===== config.mk =====
export PLATFORM = sky130hd
export DESIGN_NAME = clk_gate_req_ctrl
export DESIGN_NICKNAME = d
export VERILOG_FILES = /design/src/rtl/clk_gate_req_ctrl.sv
export SDC_FILE = /design/constraint.sdc
export NUM_CORES = 1
export LEC_CHECK = 0
export ABC_AREA = 1
export CELL_PAD_IN_SITES_DETAIL_PLACEMENT = 1
export CELL_PAD_IN_SITES_GLOBAL_PLACEMENT = 1
export CORE_MARGIN = 2
export CORE_UTILIZATION = 29
export DETAILED_ROUTE_END_ITERATION = 8
export PLACE_DENSITY = 0.72
export SYNTH_ARGS = -nofsm -noshare
export SYNTH_HDL_FRONTEND = slang
export SYNTH_SLANG_ARGS = --single-unit

===== constraint.sdc =====
create_clock -name clk -period 1.94 [get_ports clk]
set_input_delay 0.388 -clock clk [delete_from_list [all_inputs] [get_ports clk]]
set_output_delay 0.388 -clock clk [all_outputs]
set_load 0.1 [all_outputs]

===== src/rtl/clk_gate_req_ctrl.sv =====
// Requester-side clock-gating controller: wake latency, idle hysteresis and min-off window.
// Optional activity statistics are enabled with the CLK_GATE_STATS_EN macro.
module clk_gate_req_ctrl #(
  parameter int NUM_SRC        = 4,
  parameter int WAKE_CYCLES    = 3,
  parameter int IDLE_CYCLES    = 8,
  parameter int MIN_OFF_CYCLES = 4
) (
  input  logic               clk,
  input  logic               rst,
  input  logic [NUM_SRC-1:0] work_req,
  input  logic [NUM_SRC-1:0] busy,
  input  logic               force_on,
`ifdef CLK_GATE_STATS_EN
  input  logic               stats_clr,
  output logic [15:0]        wake_cnt,
  output logic [31:0]        off_cycles,
`endif
  output logic               active,
  output logic               clk_ready,
  output logic [1:0]         state_o
);

  localparam int MAX_WI  = (WAKE_CYCLES > IDLE_CYCLES) ? WAKE_CYCLES : IDLE_CYCLES;
  localparam int CNT_MAX = (MAX_WI > MIN_OFF_CYCLES) ? MAX_WI : MIN_OFF_CYCLES;
  localparam int CW      = $clog2(CNT_MAX + 1);

  localparam logic [CW-1:0] WAKE_LOAD = CW'(WAKE_CYCLES - 1);
  localparam logic [CW-1:0] IDLE_LOAD = CW'(IDLE_CYCLES - 1);
  localparam logic [CW-1:0] OFF_LOAD  = CW'(MIN_OFF_CYCLES - 1);

  typedef enum logic [1:0] {
    ST_OFF   = 2'd0,
    ST_WAKE  = 2'd1,
    ST_ON    = 2'd2,
    ST_DRAIN = 2'd3
  } state_t;

  state_t        state_reg, state_next;
  logic [CW-1:0] cnt_reg, cnt_next, cnt_dec;
  logic          active_reg, active_next;
  logic          ready_reg, ready_next;
  logic [NUM_SRC-1:0] src_act;
  logic          act, wake;

  // Per-source activity: a source is active while requesting or still busy.
  for (genvar gi = 0; gi < NUM_SRC; gi++) begin : g_src
    assign src_act[gi] = work_req[gi] | busy[gi];
  end

  assign act     = (|src_act) | force_on;
  assign wake    = (|work_req) | force_on;
  assign cnt_dec = (cnt_reg == '0) ? '0 : cnt_reg - CW'(1);

  always_comb begin
    state_next = state_reg;
    cnt_next   = cnt_reg;
    case (state_reg)
      ST_OFF: begin
        if (wake && cnt_reg == '0) begin
          state_next = ST_WAKE;
          cnt_next   = WAKE_LOAD;
        end else begin
          cnt_next = cnt_dec;
        end
      end
      ST_WAKE: begin
        if (cnt_reg == '0) state_next = ST_ON;
        else               cnt_next   = cnt_dec;
      end
      ST_ON: begin
        if (!act) begin
          state_next = ST_DRAIN;
          cnt_next   = IDLE_LOAD;
        end
      end
      ST_DRAIN: begin
        // Activity in the final drain cycle still wins over shutting down.
        if (act) begin
          state_next = ST_ON;
        end else if (cnt_reg == '0) begin
          state_next = ST_OFF;
          cnt_next   = OFF_LOAD;
        end else begin
          cnt_next = cnt_dec;
        end
      end
      default: begin
        state_next = ST_OFF;
        cnt_next   = OFF_LOAD;
      end
    endcase
  end

  // Outputs are registered copies decoded from the next state.
  always_comb begin
    active_next = (state_next != ST_OFF);
    ready_next  = (state_next == ST_ON) || (state_next == ST_DRAIN);
  end

  always_ff @(posedge clk or posedge rst) begin
    if (rst) begin
      state_reg  <= ST_OFF;
      cnt_reg    <= OFF_LOAD;
      active_reg <= 1'b0;
      ready_reg  <= 1'b0;
    end else begin
      state_reg  <= state_next;
      cnt_reg    <= cnt_next;
      active_reg <= active_next;
      ready_reg  <= ready_next;
    end
  end

  assign active    = active_reg;
  assign clk_ready = ready_reg;
  assign state_o   = state_reg;

`ifdef CLK_GATE_STATS_EN
  logic [15:0] wake_cnt_reg;
  logic [31:0] off_cycles_reg;
  logic        wake_evt;

  assign wake_evt = (state_reg == ST_OFF) && (state_next == ST_WAKE);

  always_ff @(posedge clk or posedge rst) begin
    if (rst) begin
      wake_cnt_reg   <= '0;
      off_cycles_reg <= '0;
    end else if (stats_clr) begin
      wake_cnt_reg   <= '0;
      off_cycles_reg <= '0;
    end else begin
      if (wake_evt && wake_cnt_reg != '1)
        wake_cnt_reg <= wake_cnt_reg + 16'd1;
      if (state_reg == ST_OFF && off_cycles_reg != '1)
        off_cycles_reg <= off_cycles_reg + 32'd1;
    end
  end

  assign wake_cnt   = wake_cnt_reg;
  assign off_cycles = off_cycles_reg;
`endif

endmodule

# After elaboration in Yosys (flattened, before gate mapping)
# Index checks and enable logic that the tools add are counted.
# Widths: inputs -> output; s select.
totals:
  elab_cells: 40
  output_inout_bits: 4
  in_bits: 11
  regBits: 8
op_classes:
  n_addsub: 1
  reduce_logical: 8
  n_eq_ne: 8
  bitwise: 6
  muxes: 13
ops:
  columns: ["op", "count"]
  rows:
  - ["$mux 4", 6]
  - ["$pmux 4 s4", 1]
  - ["$mux 2", 5]
  - ["$eq 2x2->1 const B", 4]
  - ["$pmux 2 s4", 1]
  - ["$reduce_or 4->1", 2]
  - ["$ne 2x2->1 const B", 3]
  - ["$or 1x1->1", 6]
  - ["$logic_not 4->1", 1]
  - ["$sub 4x1->4 const B", 1]
  - ["$reduce_and 3->1", 1]
  - ["$eq 2x1->1 const B", 1]
  - ["$logic_not 2->1", 1]
  - ["$reduce_bool 2->1", 1]
  - ["$logic_and 1x1->1", 1]
  - ["$logic_or 1x1->1", 1]

# Longest topological paths before layout
# Gate-level depths: netlist (run 1).
logic_depth:
  depth_word: 7
  ltp_mapped: 8
  ltp_nobuf: 8

# Worst setup path before layout (run 1)
# OpenSTA, ideal clock, no wires.
synth_path:
  kind: "reg-to-reg"
  start: "reg state_reg[0] (netlist: state_o[0])"
  end: "reg active_reg (netlist: active)"
  required_ns: 1.816
  setup_slack_ns: 0.176
  path_buffers: 0
  setup_ns: 0.124
  synth_period_minus_slack_ns: 1.764
  path_stages_with_launch: 6
  arrival_time_ns: 1.639
  path_cell_list: "dfrtp_1 inv_1 o21ai_0 inv_1 nor2_1 nand2_1"
synth_between:
  elab_chain_cells: 4
  word_cells_on_any_way: 11
  classes_between: "eq/ne: 3; mux: 6; reduce/logical: 2"
synth_rtl:
  columns: ["element", "line_no", "source"]
  rows:
  - ["start: declaration", "39", "state_t state_reg, state_next;"]
  - ["start signal: assignment", "108", "state_reg <= state_next;"]
  - ["$mux 2", "81", "end else if (cnt_reg == '0) begin"]
  - ["$mux 2", "79", "if (act) begin"]
  - ["$pmux 2 s4 (*)", "58", "case (state_reg)"]
  - ["$reduce_bool 2->1 (*)", "97", "active_next = (state_next != ST_OFF);"]
  - ["named net active_next", "41", "logic active_reg, active_next;"]
  - ["end signal: assignment", "110", "active_reg <= active_next;"]
  - ["end: declaration", "41", null]
# Mark *: on every way through the listed nets, which the timed path passes. The rest lies on a longest branch.
# A chain may end at the register's enable or synchronous reset.

==> results of run 1 <==
-- Yosys cell counts --
library cell,n
nand2_1,27
inv_1,11
nor2_1,9
dfrtp_1,5
a21oi_1,4
nand3_1,4
o21ai_0,4
buf_4,2
dfstp_2,2
nand2_2,2
and2_0,1
inv_2,1
nor2_2,1
nor3_4,1
-- path summary, 6_finish.rpt --
kind                            start         end  slack (ps)  cells past startpoint
min                               rst  cnt_reg[2]         370                      2
max                         clk_ready  state_o[1]         390                      1
max reg2reg                cnt_reg[0]  cnt_reg[1]         610                      6
max in group asynchronous         rst  cnt_reg[0]        1300                      2
min reg2reg                cnt_reg[1]  cnt_reg[1]         500                      2
min in group clk           cnt_reg[1]  cnt_reg[1]         500                      2
-- cell type report --
class                           count  area [um^2]
Inverter                           12         45.0
Tap cell                           16         20.0
Sequential cell                     7          178
Multi-Input combinational cell     53          236
Clock buffer                        4         26.3
Timing Repair Buffer               14          155
Fill cell                         199          863
-- stage by stage --
stage	power (uW)	hold slack [ps]	instances
finish	338	370	106
global route	364	393	106
CTS	347	376	106
detailed placement	213	504	102
global placement	212	509	102
floorplan	185	190	74
-- layer usage --
layer / wire [um] / vias up / track usage, %
met1: 526 / 221 / 19.2
met3: 48 / 0 / 6.12
met5: 0 / - / 0
met2: 540 / 6 / 20.6
li1: - / 261 / -
met4: 0 / 0 / 1.82
-- cells by family after synthesis --
family	after synthesis	synth area share [%]
AOI/OAI and AO/OA	8	8.44
DFF	7	37.5
buffers and inverters	14	12.7
and+or+nand+nor	45	41.4
-- power by group --
group          switching, uW  internal [uW]  leakage (uW)  total (uW)
sequential              6.78            154     0.0000800         161
combinational           22.3           26.9      0.000232        49.2
clock                   49.6           78.2     0.0000150         128
total                   78.7            259      0.000327         338
==> flow_metrics.tcl, run 1 <==
set metrics [dict create \
    syn_to_final_growth_pct 39.3 \
    grt_overflow_total 0 \
    drt_pre_antenna_iters 3 \
    clk_path_buf_depth 2 \
    antenna_cells 0 \
    status "complete, no violations" \
    clock_skew_ps 0.966 \
    worstPathRequired_ps 1550 \
    netlist_area_um2 474 \
    final_util_pct 43.3 \
    postCtsHoldBufs 0 \
    worst_path_largest_cell_delay_ps 670 \
    slew_violations 0 \
    post_cts_resized 0 \
    core_um2 1520 \
    die_y_um 44.4 \
    power_density_nw_per_um2 512 \
    criticalPathCategory "register to primary output" \
    hpwl_um 960 \
    fin_nets 102 \
    cts_sinks 7 \
    grt_pass1_vias 477 \
    grt_pass1_wl_um 1990 \
    root_buffer "clkbuf_4" \
    drt-wirelength-per-cell_um 10.5 \
    worst_pin_slew_ps 526 \
    p_leak_uw 0.000327 \
    place_ws_ps 208 \
    drtIter0Drc 5 \
    cts_setup_buffers 0 \
    antenna_found_initial 0 \
    seq_area_frac_synth_pct 37.5 \
    die_area_um2 1970 \
    port_buffers 14 \
    crit_fanout 11 \
    placed_area_um2 634 \
    ys_top_cells_by_area "dfrtp_1 26%, nand2_1 21%, dfstp_2 11%, inv_1 8.7%, nor2_1 7.1%" \
    fin_tns_setup_ps 0 \
    io_pins 15 \
    fmax_mhz 645 \
    final.setup.worst_slack_ps 390 \
    rows 14 \
    finalHoldViolCount 0 \
    final_area_um2 661 \
    ys_ff_latch 7 \
    clk_pin_slew_ps 50 \
    avgViaCountPerCell 4.60 \
    crit_family "flip-flops" \
    syn_inst 74 \
    cts.htree.levels 1 \
    cp.arrival_ps 1160 \
    ys_warn_count 0 \
    crit_slowest_cell "dfrtp_1" \
    ant_nets 0 \
    ys_types 14 \
    die_w_um 44.4 \
    final_cell_mix "27 x nand2_1, 11 x inv_1, 10 x clkdlybuf4s50_1" \
    avgSynthCellArea_um2 6.41 \
    period_needed_ps 1550 \
    grt_max_degree 12 \
    final_common_cell "nand2_1" \
    drc 0 \
    clkLatencyLatePin_ps 250 \
    largest_register_ffs 4 \
    startpoint_type "register" \
    peakVddDrop_mv 0.368 \
    crit_buf_inv 1 \
    cts_tree "built" \
    setup_viol 0 \
    initial_core_util_pct 31.1 \
    path_cells "buf_12" \
    hp-class "input pin to asynchronous set/reset pin" \
    end_kind "primary output" \
    place_congestion 0.735 \
    yosys.area.top_type "dfrtp_1" \
    cts_inserted_buffers 3 \
    rsz0062_at_grt "false" \
    syn-num-nets 85 \
    grtUsageTotal_pct 13.9 \
    final_layout_size_suffix_gt1_share_pct 15.6 \
    relSlewSlack_pct 64.9 \
    synth_top_cell_area_share_pct 26.4 \
    cap_viol_max_count 0 \
    wl_um 1120 \
    period_share_pct 79.9 \
    routed-via-count 488 \
]
Power figures use the tool's default switching activity.
==> run 2, diff against run 1 <==
--- a/config.mk
+++ b/config.mk
@@ -9,9 +9,9 @@
 export CELL_PAD_IN_SITES_DETAIL_PLACEMENT = 1
 export CELL_PAD_IN_SITES_GLOBAL_PLACEMENT = 1
 export CORE_MARGIN = 2
-export CORE_UTILIZATION = 29
+export CORE_UTILIZATION = 26
 export DETAILED_ROUTE_END_ITERATION = 8
-export PLACE_DENSITY = 0.72
+export PLACE_DENSITY = 0.69
 export SYNTH_ARGS = -nofsm -noshare
 export SYNTH_HDL_FRONTEND = slang
 export SYNTH_SLANG_ARGS = --single-unit
==> constraint.sdc (replaced) <==
create_clock -name clk -period 1.4 [get_ports clk]
set_input_delay 0.28 -clock clk [delete_from_list [all_inputs] [get_ports clk]]
set_output_delay 0.28 -clock clk [all_outputs]
set_load 0.1 [all_outputs]
==> run 2 against run 1 <==
Largest power group unchanged. Utilization grew 0.056 points. Via count increased by 6.1%. First-iteration DRC count down 20%. Critical path depth rose by 8. Power up 41%. Clock power increased by 38%. Sequential power is 39% higher. Worst setup slack worse by 290 ps.
==> flow_metrics.tcl, run 2 (synthesized netlist as in run 1, its figures left out) <==
set metrics [dict create \
    status "complete, no violations" \
    nFillCells 229 \
    end_kind "register" \
    p_int_uw 365 \
    grt_pass1_vias 466 \
    criticalPathCategory "input pin to register" \
    drt_pre_antenna_iters 4 \
    fin_nets 106 \
    clk_path_buf_depth 2 \
    cts_setup_buffers 0 \
    grtUsageTotal_pct 13.7 \
    rsz0062_at_grt "true" \
    p_leak_uw 0.000355 \
    hpwl_um 1010 \
    cts_tree "built" \
    power_frac_comb_pct 16.1 \
    cp.arrival_ps 1430 \
    die_y_um 46.7 \
    grt_overflow_total 0 \
    final_common_cell "nand2_1" \
    die_w_um 46.7 \
    cap_viol_max_count 0 \
    root_buffer "clkbuf_4" \
    switchingPower_uw 112 \
    worst_pin_slew_ps 298 \
    power_density_nw_per_um2 636 \
    grt_pass1_wl_um 2050 \
    place_congestion 0.754 \
    hp-class "input pin to asynchronous set/reset pin" \
    cts_sinks 7 \
    worstPathRequired_ps 1530 \
    period_share_pct 92.9 \
    p_sw_share_pct 23.4 \
    initial_core_util_pct 27.5 \
    drt-wirelength-per-cell_um 10.2 \
    clkLatencyLatePin_ps 250 \
    ant_nets 0 \
    period_needed_ps 1300 \
    final_util_pct 43.4 \
    relSlewSlack_pct 80.1 \
    die_area_um2 2180 \
    cts.htree.levels 1 \
    setup_viol 0 \
    syn_to_final_growth_pct 58.0 \
    core_um2 1730 \
    peakVddDrop_mv 0.611 \
    clock_power_share_pct 37.1 \
    port_buffers 14 \
    avgViaCountPerCell 4.35 \
    crit_fanout 5 \
    grt_max_degree 12 \
    post-layout-total-power_uw 477 \
    drc 0 \
    fmax_mhz 769 \
    io_pins 15 \
    final_layout_size_suffix_gt1_share_pct 27.7 \
    drtIter0Drc 4 \
    startpoint_type "input pin" \
    antenna_found_initial 0 \
    clk_pin_slew_ps 50 \
    finalHoldViolCount 0 \
    p_seq_share_pct 46.7 \
    wl_um 1220 \
    routed-via-count 518 \
    rows 15 \
    largest_register_ffs 4 \
    clock_skew_ps 3.19 \
    cts_inserted_buffers 3 \
    final_cell_mix "26 x nand2_1, 11 x inv_1, 10 x clkdlybuf4s50_1" \
    antenna_cells 0 \
    slew_violations 0 \
]
-- run 2: cell count changes in the layout (fill, tap and decap cells not counted), sizes merged --
| cell | previous run | this run |
|---|---|---|
| buf | 4 | 8 |
-- run 2: final timing paths --
check	from	endpoint	slack [ps]	cells past startpoint
worst min register to register	cnt_reg[1]	cnt_reg[1]	500	2
worst max register to register	cnt_reg[0]	active	110	7
min in group clk	cnt_reg[1]	cnt_reg[1]	500	2
worst min-delay path	rst	state_o[0]	260	2
worst max-delay path	work_req[3]	active	100	9
max in group asynchronous	rst	cnt_reg[1]	870	2
-- run 2: critical path, cell delays in order --
cell	delay, ps
clkdlybuf4s50_1	410
nor2_2	120
inv_1	50
nor2_1	90
nand2_1	90
nand2_2	100
nand2_2	100
nor2_2	110
nand2_1	60
-- run 2: layout make-up --
| class | count | area [um^2] | area share (%) |
|---|---|---|---|
| Sequential cell | 7 | 183 | 24.4 |
| Clock buffer | 4 | 26.3 | 3.51 |
| Timing Repair Buffer | 18 | 210 | 28.0 |
| Tap cell | 25 | 31.3 | 4.17 |
| Multi-Input combinational cell | 53 | 254 | 33.9 |
| Inverter | 12 | 45.0 | 6.01 |
-- run 2: metal layers --
layer | vias up | routed length (um) | global-route usage, % | share of wire [%]
met5 | - | 0 | 0 | 0
met4 | 0 | 0 | 1.67 | 0
met3 | 0 | 39 | 5.88 | 3.2
met2 | 8 | 635 | 22.2 | 52
met1 | 245 | 542 | 17.6 | 45
li1 | 265 | - | - | -
-- run 2: power groups by stage --
stage	Combinational, uW	Sequential (uW)	Clock [uW]
5_1_grt	84.9	224	203
2_1_floorplan	33.1	223	0
4_1_cts	76.2	223	184
3_3_place_gp	72.6	226	0
3_5_place_dp	74.7	226	0
6_report	76.9	223	177
-- run 2: metrics by stage --
stage | hold WS [ps] | setup TNS [ps] | worst slack (ps) | area [um^2] | cells
after floorplan | 81.9 | 0 | 19.5 | 479 | 74
after global placement | 482 | -937 | -201 | 706 | 115
after detailed placement | 491 | -1030 | -211 | 706 | 115
after CTS | 268 | 0 | 44.4 | 732 | 119
after global routing | 268 | -6.96 | -5.87 | 749 | 119
final | 263 | 0 | 99.8 | 749 | 119
-- run 2: timing repair --
item	4_1_cts	5_1_grt
hold buffers	0	0
resized for setup	0	6
setup endpoints to repair	0	6
